==> config.mk <==
export PLATFORM = sky130hd
export DESIGN_NAME = lock_controller
export DESIGN_NICKNAME = d
export VERILOG_FILES = /design/src/rtl/lock_pkg.sv /design/src/rtl/lock_timer.sv /design/src/rtl/lock_controller.sv
export SDC_FILE = /design/constraint.sdc
export NUM_CORES = 1
export LEC_CHECK = 0
export CORE_MARGIN = 8
export CORE_UTILIZATION = 55
export DETAILED_ROUTE_END_ITERATION = 7
export PLACE_DENSITY_LB_ADDON = 0.08
export SLEW_MARGIN = 10
export SYNTH_ARGS = -nofsm -noshare
export SYNTH_HDL_FRONTEND = slang
export SYNTH_SLANG_ARGS = --single-unit
==> constraint.sdc <==
create_clock -name clk -period 5.1 [get_ports clk]
set_clock_uncertainty 0.05 [all_clocks]
set_input_delay 1.02 -clock clk [delete_from_list [all_inputs] [get_ports clk]]
set_output_delay 1.02 -clock clk [all_outputs]
set_load 0.005 [all_outputs]
==> src/rtl/lock_pkg.sv <==
// rtl/lock_pkg.sv - shared FSM states, code digit helper and lock state encodings for lock_controller
package lock_pkg;

    typedef enum logic [2:0] {
        S_CLEAR,
        S_WAIT,
        S_PRESS,
        S_RELEASE,
        S_CHECK,
        S_OPEN,
        S_FAIL,
        S_LOCKOUT
    } state_t;

    localparam logic [3:0] LOCK_IDLE = 4'b0000;
    localparam logic [3:0] LOCK_E    = 4'b1111;
    localparam logic [3:0] LOCK_U    = 4'b1000;

    // Digit 0 is the first one entered and sits in the most significant nibble.
    function automatic logic [3:0] code_digit(input logic [15:0] code, input logic [1:0] idx);
        logic [3:0] d;
        case (idx)
            2'd0:    d = code[15:12];
            2'd1:    d = code[11:8];
            2'd2:    d = code[7:4];
            default: d = code[3:0];
        endcase
        return d;
    endfunction

endpackage

==> src/rtl/lock_timer.sv <==
// rtl/lock_timer.sv - loadable down-counter shared by the open, lockout and entry-timeout intervals
module lock_timer #(
    parameter int CNT_W = 16
) (
    input  logic             clk,
    input  logic             reset,
    input  logic             load,
    input  logic [CNT_W-1:0] value,
    output logic             zero
);

    logic [CNT_W-1:0] count;

    always_ff @(posedge clk or posedge reset) begin
        if (reset) begin
            count <= '0;
        end else if (load) begin
            count <= value;
        end else if (count != '0) begin
            count <= count - CNT_W'(1);
        end
    end

    assign zero = (count == '0);

endmodule

==> src/rtl/lock_controller.sv <==
// rtl/lock_controller.sv - keypad sequencing, fail counting, lockout and relock for the 4-digit lock
// Optional idle-entry timeout enabled by defining LOCK_CTRL_TIMEOUT_EN.
module lock_controller
    import lock_pkg::*;
#(
    parameter logic [15:0] CODE           = 16'h4952,
    parameter int          MAX_FAILS      = 3,
    parameter int          UNLOCK_CYCLES  = 500,
    parameter int          LOCKOUT_CYCLES = 1000,
    parameter int          TIMEOUT_CYCLES = 2000,
    parameter int          CNT_W          = 16
) (
    input  logic       clk,
    input  logic       reset,
    input  logic       key_valid,
    input  logic [3:0] key_code,
    output logic       key_ready,
    output logic       lock_p,
    output logic       lock_c,
    output logic       lock_l,
    input  logic       lock_u,
    input  logic [1:0] lock_s,
    output logic       unlocked,
    output logic       lockout,
    output logic [2:0] fail_cnt,
    output logic       desync,
    output logic       entry_timeout
);

    localparam logic [2:0] MAX_F = 3'(MAX_FAILS);

    state_t           state, next_state;
    logic [1:0]       idx;
    logic             all_ok;
    logic             c_q;
    logic             key_match;
    logic             handshake;
    logic             desync_hit;
    logic             timeout_hit;
    logic [2:0]       fail_inc;
    logic             timer_load;
    logic [CNT_W-1:0] timer_value;
    logic             timer_zero;

    lock_timer #(.CNT_W(CNT_W)) u_timer (
        .clk   (clk),
        .reset (reset),
        .load  (timer_load),
        .value (timer_value),
        .zero  (timer_zero)
    );

    assign key_match = (key_code == code_digit(CODE, idx));
    assign handshake = key_valid && key_ready;
    assign fail_inc  = (fail_cnt == 3'd7) ? 3'd7 : fail_cnt + 3'd1;

    always_comb begin
        next_state  = state;
        desync_hit  = 1'b0;
        timeout_hit = 1'b0;
        timer_load  = 1'b0;
        timer_value = '0;
        case (state)
            // Coming out of reset lock_l is still low, so CLEAR holds one extra cycle to emit its pulse.
            S_CLEAR: if (lock_l) next_state = S_WAIT;
            S_WAIT: begin
                if (handshake) begin
                    if (all_ok && (lock_s != idx)) begin
                        desync_hit = 1'b1;
                        next_state = S_CLEAR;
                    end else begin
                        next_state = S_PRESS;
                    end
                end
`ifdef LOCK_CTRL_TIMEOUT_EN
                else if ((idx != 2'd0) && timer_zero) begin
                    timeout_hit = 1'b1;
                    next_state  = S_CLEAR;
                end
`endif
            end
            S_PRESS: next_state = S_RELEASE;
            S_RELEASE: begin
                next_state  = (idx == 2'd3) ? S_CHECK : S_WAIT;
                timer_load  = 1'b1;
                timer_value = CNT_W'(TIMEOUT_CYCLES - 1);
            end
            S_CHECK: begin
                desync_hit = (lock_u != all_ok);
                if (lock_u) begin
                    next_state  = S_OPEN;
                    timer_load  = 1'b1;
                    timer_value = CNT_W'(UNLOCK_CYCLES - 1);
                end else begin
                    next_state = S_FAIL;
                end
            end
            S_OPEN: if (timer_zero) next_state = S_CLEAR;
            S_FAIL: begin
                if (fail_inc >= MAX_F) begin
                    next_state  = S_LOCKOUT;
                    timer_load  = 1'b1;
                    timer_value = CNT_W'(LOCKOUT_CYCLES - 1);
                end else begin
                    next_state = S_CLEAR;
                end
            end
            S_LOCKOUT: if (timer_zero) next_state = S_CLEAR;
            default: next_state = S_CLEAR;
        endcase
    end

    // Outputs are registered from next_state so each one lines up with the state it belongs to.
    always_ff @(posedge clk or posedge reset) begin
        if (reset) begin
            state         <= S_CLEAR;
            idx           <= 2'd0;
            all_ok        <= 1'b1;
            c_q           <= 1'b0;
            fail_cnt      <= 3'd0;
            key_ready     <= 1'b0;
            lock_p        <= 1'b0;
            lock_c        <= 1'b0;
            lock_l        <= 1'b0;
            unlocked      <= 1'b0;
            lockout       <= 1'b0;
            desync        <= 1'b0;
            entry_timeout <= 1'b0;
        end else begin
            state         <= next_state;
            key_ready     <= (next_state == S_WAIT);
            lock_p        <= (next_state == S_PRESS);
            lock_c        <= (next_state == S_PRESS) && key_match;
            lock_l        <= (next_state == S_CLEAR);
            unlocked      <= (next_state == S_OPEN);
            lockout       <= (next_state == S_LOCKOUT);
            desync        <= desync_hit;
            entry_timeout <= timeout_hit;
            case (state)
                S_CLEAR: begin
                    idx    <= 2'd0;
                    all_ok <= 1'b1;
                end
                S_WAIT: if (handshake) c_q <= key_match;
                S_RELEASE: begin
                    all_ok <= all_ok & c_q;
                    idx    <= idx + 2'd1;
                end
                S_CHECK:   if (lock_u) fail_cnt <= 3'd0;
                S_FAIL:    fail_cnt <= fail_inc;
                S_LOCKOUT: if (timer_zero) fail_cnt <= 3'd0;
                default: ;
            endcase
        end
    end

endmodule

# == Word level (Yosys, flattened, before mapping) ==
# Cells that the tools add are included.
# classes
bitwise,1
n_mux,26
n_lt_le_gt_ge,1
eq_ne,20
n_addsub,3
reduce_logical,14
# op_table
cell,count
$pmux 11 s3,1
$mux 16,2
$mux 3,8
$eq 3x3->1 const B,7
$pmux 3 s7,1
$logic_not 16->1,1
$reduce_bool 16->1,1
$sub 16x1->16 const B,1
$pmux 4 s3,1
$mux 10,1
$eq 3x2->1 const B,3
$mux 9,1
$pmux 3 s3,1
$eq 3x1->1 const B,2
$logic_not 3->1,2
$eq 2x2->1 const B,2
$eq 4x4->1,1
$mux 1,4
$mux 2,2
$ne 2x2->1 const B,2
$pmux 1 s2,2
$pmux 2 s2,1
$reduce_bool 2->1,2
$add 3x1->3 const B,1
13 further kinds,15
# totals
reg_bits,33
in_bits,10

# == Depth between registers and ports, before layout ==
# Gate-level depths: netlist of the first run.
# depth
ltp_word,7
mapped_depth,7
ltp_nobuf,6

# == Modules after synthesis ==
# A second synthesis of the first run with hierarchy kept.
# unflattened
hier_cells,210
hier_area_um2,1999.4
# by_module_without_submodules
mod,area_each_um2,cells_each,instances,seq_area_each_um2
lock_controller,1006.0,108,1,426.7
lock_timer,993.5,102,1,400.4

# == Least setup slack after synthesis of the first run ==
# Ideal clock, no wire load.
# synth_timing
path_type,register to register
startpoint,register u_timer.count[10]
endpoint,register u_timer.count[15]
slack_ns,2.883
arrival_time_ns,2.089
path_buffers,0
stages_incl_launch_ff,5
setup_ns,0.077
required_time_ns,4.973
path_cell_list,dfrtp_1 or4_4 or4b_4 or4_1 a21oi_1
# synth_between
elab_chain_len,3
word_cells_on_any_way,5
# synth_lines
element,line,source
"start, declared",lock_timer.sv:12,logic [CNT_W-1:0] count;
"start signal, assigned",lock_timer.sv:18,count <= value;
"start signal, assigned",lock_timer.sv:20,count <= count - CNT_W'(1);
$sub 16x1->16,lock_timer.sv:20,
$mux 16,lock_timer.sv:19,end else if (count != '0) begin
$mux 16,lock_timer.sv:17,end else if (load) begin
# Several ways; a longest one is shown, not always the timed one. The select of a mux whose other input is x is not followed.
# A chain may end at the register's enable or synchronous reset.

# == Worst setup path after layout of the first run ==
# layout_timing
startpoint,register u_timer.count[0]
endpoint,register lock_l
# layout_between
elab_chain_len,4
# layout_lines
element,line,source
$logic_not 16->1,lock_timer.sv:24,assign zero = (count == '0);
$mux 3,"lock_controller.sv:98, lock_controller.sv:108",
$pmux 3 s7,lock_controller.sv:63,case (state)
$logic_not 3->1,lock_controller.sv:134,lock_l <= (next_state == S_CLEAR);
"end signal, assigned",lock_controller.sv:134,
"end, declared",lock_controller.sv:20,"output logic lock_l,"
# Every way passes these cells.

==> out/qor.yml, run 1 <==
place:
  place_ws_ps: 2200
  place_inst: 269
  dpl.hpwl_mm: 3.23
  finalWeightedCongestion: 0.892
  port_buffers: 19
cts:
  clk_pin_slew_worst_paths_ps: 110
  cts_setup_buffers: 0
  cts_num_sinks: 33
  postCtsResizedCells: 0
  clock_latency_ps: 340
  hold_buffers: 0
  cts-root-buf: "clkbuf_4"
  htreeDepth: 2
  cts_tree: "done"
  clockBufferDepth: 2
  cts_buffers: 5
drt:
  routed_via_density: 6.12
  remaining_drc_errors: 0
  dr.pass1.iters: 4
  drt.antenna.violating_nets: 0
  drtIter0Drc: 110
  drt-total-wl_mm: 4.45
  vias: 1695
  routedWlPerCell_um: 16.1
setup_path:
  cp_slowest_cell: "nand4_1"
  end_kind: "register"
  cp_top_family: "simple AND/OR/NAND/NOR gates"
  worstPathCellList: "inv_1, ha_1, nor4b_1, nand4_1, a222oi_1, and4_1"
  path_buf_inv: 1
  critical_path.max_stage_delay_ps: 590
  crit_required_ps: 5340
  startpoint_type: "register"
  crit_path_max_fanout: 11
  arrival_ps: 3000
  worstSetupPathType: "register to register"
cells_and_area:
  drive_gt1_frac: 0.0736
  antenna_cells: 0
  final_common_cell: "dfrtp_1"
  area_growth_pct: 13.8
  most-common-layout-cells: "dfrtp_1 (32), o21ai_0 (19), clkdlybuf4s50_1 (19), nor2_1 (15), nand2_1 (14)"
  nNetsFinal: 247
  stdcell_count: 277
min_path:
  hold_class: "register to register"
timing:
  finalCritPeriodShare: 0.542
  finalMaxSlewViolations: 0
  slew_headroom: 0.460
  setup_viol: 0
  setup_ws_ps: 2340
  finalHoldViolCount: 0
  rsz0062_at_grt: "no"
  max_freq_mhz: 362
  hold_ws_ps: 478
  fin_crit_ps: 2760
  tightestPinTransition_ps: 805
  setup_tns_ps: 0
grt:
  grt_pass1_vias: 1698
  grt_max_degree: 34
  grt-ovfl-total: 0
  grt_pass1_wl_mm: 7.70
  grt_usage: 0.177
  antenna_found_initial: 0
synthesis:
  yosys_most_used_dff: "dfrtp_1"
  ys_seq_area_frac: 0.424
  synth-seq-cells: 33
  syn_inst: 212
  synth_edf_count: 0
  synth_area_per_cell_sq_um: 9.20
  yosysUniqueCellTypes: 53
  syn_nets: 229
  async_reset_ff_frac: 1.00
  yosysWarnings: 0
  syn_area_sq_um: 1950
power:
  p_per_area_nw_per_um2: 470
  peakVddDrop_v: 0.000262
  p_leak_nw: 0.925
  total_power_mw: 1.04
die:
  num_io_pins: 21
  start_util: 0.580
  die_area_sq_um: 5710
  die_y_um: 75.5
  chipWidth_um: 75.5
  coreArea_sq_um: 3360
  core.rowCount: 21
status:
  outcome: "completed"
job:
  cap_violations: 0
==> kinds of logic (layout without fill, tap and decap cells) <==
family,count (synthesis),in the layout,synth area share
AND/OR/NAND/NOR,82,82,0.246
AO/OA/AOI/OAI,60,60,0.196
flip-flops,33,33,0.424
buffers and inverters,18,37,0.0366
XOR/XNOR,10,10,0.0449
adder cells (fa/ha/maj),7,7,0.0449
other,1,1,0.00192
multiplexers,1,1,0.00513
==> metal layers <==
metal / share of wire / track usage
met5: 0 / 0
met2: 0.52 / 0.314
met4: 0.020 / 0.0789
met3: 0.046 / 0.0474
met1: 0.41 / 0.193
==> Yosys cell counts, drive strengths merged, types with 2 or more instances <==
library cell / instances / area share
dfrtp: 32 / 0.41
o21ai: 19 / 0.049
nor2: 15 / 0.029
nand2: 14 / 0.027
a21oi: 13 / 0.033
inv: 9 / 0.017
clkbuf: 8 / 0.015
ha: 7 / 0.045
nand2b: 7 / 0.022
or4: 6 / 0.027
xnor2: 6 / 0.027
and2: 4 / 0.013
nor3: 4 / 0.010
nor4: 4 / 0.013
o31ai: 4 / 0.015
or3: 4 / 0.013
xor2: 4 / 0.018
a31oi: 3 / 0.0096
and3: 3 / 0.0096
nand3: 3 / 0.0077
o211ai: 3 / 0.012
or2: 3 / 0.0096
a21boi: 2 / 0.0077
a22o: 2 / 0.0090
a311oi: 2 / 0.0090
and4: 2 / 0.0090
nand3b: 2 / 0.0077
nand4: 2 / 0.0064
nand4b: 2 / 0.0090
nor3b: 2 / 0.0077
or4b: 2 / 0.012
==> area by class of cell <==
class / instances / area, sq um
repair buffers: 20 / 198
clock inverters: 2 / 10.0
inverters: 9 / 33.8
clock buffers: 6 / 41.3
multi-input cells: 161 / 1050
fillers: 297 / 1140
well taps: 46 / 57.6
flip-flops and latches: 33 / 827
==> registers in the layout, summed over array words and instances, names as in the netlist, 2 cells and up <==
register	count
fail_cnt	3
state	3
u_timer.count	16
idx	2
==> where the power goes <==
part	internal, mW	switching [mW]	total [mW]	leakage (nW)
sequential	0.350	0.136	0.485	0.398
clock	0.0525	0.0914	0.144	0.0320
combinational	0.206	0.208	0.413	0.495
total	0.608	0.435	1.04	0.925
==> worst min-delay path, cell delays in order (launching register included) <==
cell	delay (ps)
dfstp_2	400
o21ai_0	70
a21oi_1	70
==> stage by stage <==
stage               cell area (sq um)   util
floorplan                        1950      -
global placement                 2170  0.644
detailed placement               2170  0.644
CTS                              2220  0.660
global route                     2220  0.660
finish                           2220  0.660
==> worst paths after layout <==
path / depth (start not counted) / end / start / slack, ps
min in group asynchronous: 3 / u_timer.count[14] / reset / 1010
hold / removal: 2 / all_ok / all_ok / 480
setup reg to reg: 6 / lock_l / u_timer.count[0] / 2340
max in group asynchronous: 3 / all_ok / reset / 3640
hold reg to reg: 2 / all_ok / all_ok / 480
setup / recovery: 6 / lock_l / u_timer.count[0] / 2340
Power figures use the tool's default switching activity.
==> run 2, diff against run 1 <==
- clock period: 5.1 -> 2.55 ns (I/O delays scaled with it)
==> run 2 against run 1 <==
Effect of this change: power grew 100%; critical endpoint is now u_timer.count[15]; largest cell class unchanged; first-iteration DRC count is 28% higher; critical path depth fell by 2.
==> out/qor.yml, run 2 (synthesis results as in run 1) <==
status:
  outcome: "completed"
cells_and_area:
  top_regs: "u_timer.count: 16 flops, fail_cnt: 3 flops, state: 3 flops"
  stdcell_count: 282
  fin_util: 0.674
  area_growth_pct: 16.2
  antenna_cells: 0
  final_common_cell: "dfrtp_1"
  regArea_sq_um: 827
  most-common-layout-cells: "dfrtp_1 (32), o21ai_0 (19), clkdlybuf4s50_1 (19), nor2_1 (15), nand2_1 (14)"
  nNetsFinal: 252
  nFillCells: 300
  stdcell_area_sq_um: 2270
  multiInputGateArea_sq_um: 1060
  drive_gt1_frac: 0.102
  largest_register_ffs: 16
  largest-register: "u_timer.count"
drt:
  dr.pass1.iters: 4
  remaining_drc_errors: 0
  routed_via_density: 5.95
  routedWlPerCell_um: 15.7
  drt.antenna.violating_nets: 0
  vias: 1679
  drt-total-wl_mm: 4.43
  drtIter0Drc: 141
grt:
  grt-ovfl-total: 0
  grt_pass1_wl_mm: 7.66
  antenna_found_initial: 0
  met3_usage: 0.0461
  grt_pass1_vias: 1673
  grtUsageMet2: 0.295
  grt_max_degree: 34
  busiest_layer: "met2"
  grt_use_met1: 0.208
  grt_usage: 0.176
timing:
  setup_ws_ps: 184
  hold_ws_ps: 484
  tightestPinTransition_ps: 645
  finalMaxSlewViolations: 0
  finalHoldViolCount: 0
  fin_crit_ps: 2370
  finalCritPeriodShare: 0.928
  rsz0062_at_grt: "no"
  setup_viol: 0
  slew_headroom: 0.566
  setup_tns_ps: 0
  max_freq_mhz: 423
cts:
  clock_latency_ps: 340
  cts_tree: "done"
  cts_num_sinks: 33
  cts-root-buf: "clkbuf_4"
  clk_pin_slew_worst_paths_ps: 120
  hold_buffers: 0
  cts_buffers: 5
  htreeDepth: 2
  clockBufferDepth: 2
place:
  finalWeightedCongestion: 0.903
  place_ws_ps: 238
  place_inst: 274
  postPlaceCellArea_sq_um: 2200
  port_buffers: 19
  dpl.hpwl_mm: 3.28
power:
  internal_power_mw: 1.24
  sequentialPowerShare: 0.442
  p_sw_frac: 0.415
  p_leak_nw: 0.950
  peakVddDrop_v: 0.000525
  power_frac_clock: 0.137
  p_switching_uw: 877
  power_frac_comb: 0.420
  p_per_area_nw_per_um2: 933
  total_power_mw: 2.11
job:
  cap_violations: 0
setup_path:
  cp_slowest_cell: "or4_4"
  end_kind: "register"
  critical_path.max_stage_delay_ps: 550
  worstPathCellList: "or4_4, or4b_4, or4_1, a21oi_1"
  crit_path_max_fanout: 5
  arrival_ps: 2570
  crit_required_ps: 2760
  worstSetupPathType: "register to register"
  startpoint_type: "register"
die:
  die_area_sq_um: 5710
  core.rowCount: 21
  chipWidth_um: 75.5
  die_y_um: 75.5
  start_util: 0.580
  coreArea_sq_um: 3360
  num_io_pins: 21
min_path:
  hold_class: "register to register"
==> run 2: changes by cell type in the layout (fill, tap and decap cells not counted) <==
| cell | before | now |
|---|---|---|
| nor4b_1 | 1 | 0 |
| clkbuf_1 | 1 | 0 |
| nor4b_2 | 0 | 1 |
| buf_4 | 1 | 6 |
| clkinvlp_4 | 0 | 1 |
==> run 2: layout make-up <==
class | count | share of cell area
clock buffer | 5 | 0.0166
clock inverter | 3 | 0.00773
inverter | 9 | 0.0149
multi-input combinational | 161 | 0.467
sequential | 33 | 0.365
tap | 46 | 0.0254
timing repair buffer | 25 | 0.104
==> run 2: final timing paths <==
check | to | cells after the start | slack (ps) | start
worst max-delay path | u_timer.count[15] | 4 | 180 | u_timer.count[9]
worst min-delay path | all_ok | 2 | 480 | all_ok
worst max register to register | u_timer.count[15] | 4 | 180 | u_timer.count[9]
worst min register to register | all_ok | 2 | 480 | all_ok
max in group asynchronous | all_ok | 3 | 1610 | reset
min in group asynchronous | u_timer.count[14] | 3 | 490 | reset
==> run 2: power by group through the flow <==
stage	logic, mW	clock network [mW]	registers, mW
floorplan	0.675	0	0.851
global placement	0.854	0	0.924
detailed placement	0.882	0	0.935
CTS	0.889	0.304	0.926
global route	1.01	0.327	0.965
finish	0.888	0.290	0.935
==> run 2: timing repair <==
item / 4_1_cts / 5_1_grt
buffers inserted: 0 / 0
gates resized for setup: 0 / 1
endpoints found under the setup margin: 0 / 2
==> run 2: critical path: cells and delay by family (launching register included) <==
kind	cells	cell delay, ps
AO/OA/AOI/OAI	1	170
flip-flops	1	450
AND/OR/NAND/NOR	3	1620
==> run 2: routing by layer <==
| metal | routed length [um] | vias to the layer above |
|---|---|---|
| met3 | 174 | 7 |
| met1 | 1850 | 804 |
| met2 | 2350 | 37 |
| met5 | 0 | - |
| met4 | 53 | 0 |
| li1 | - | 831 |
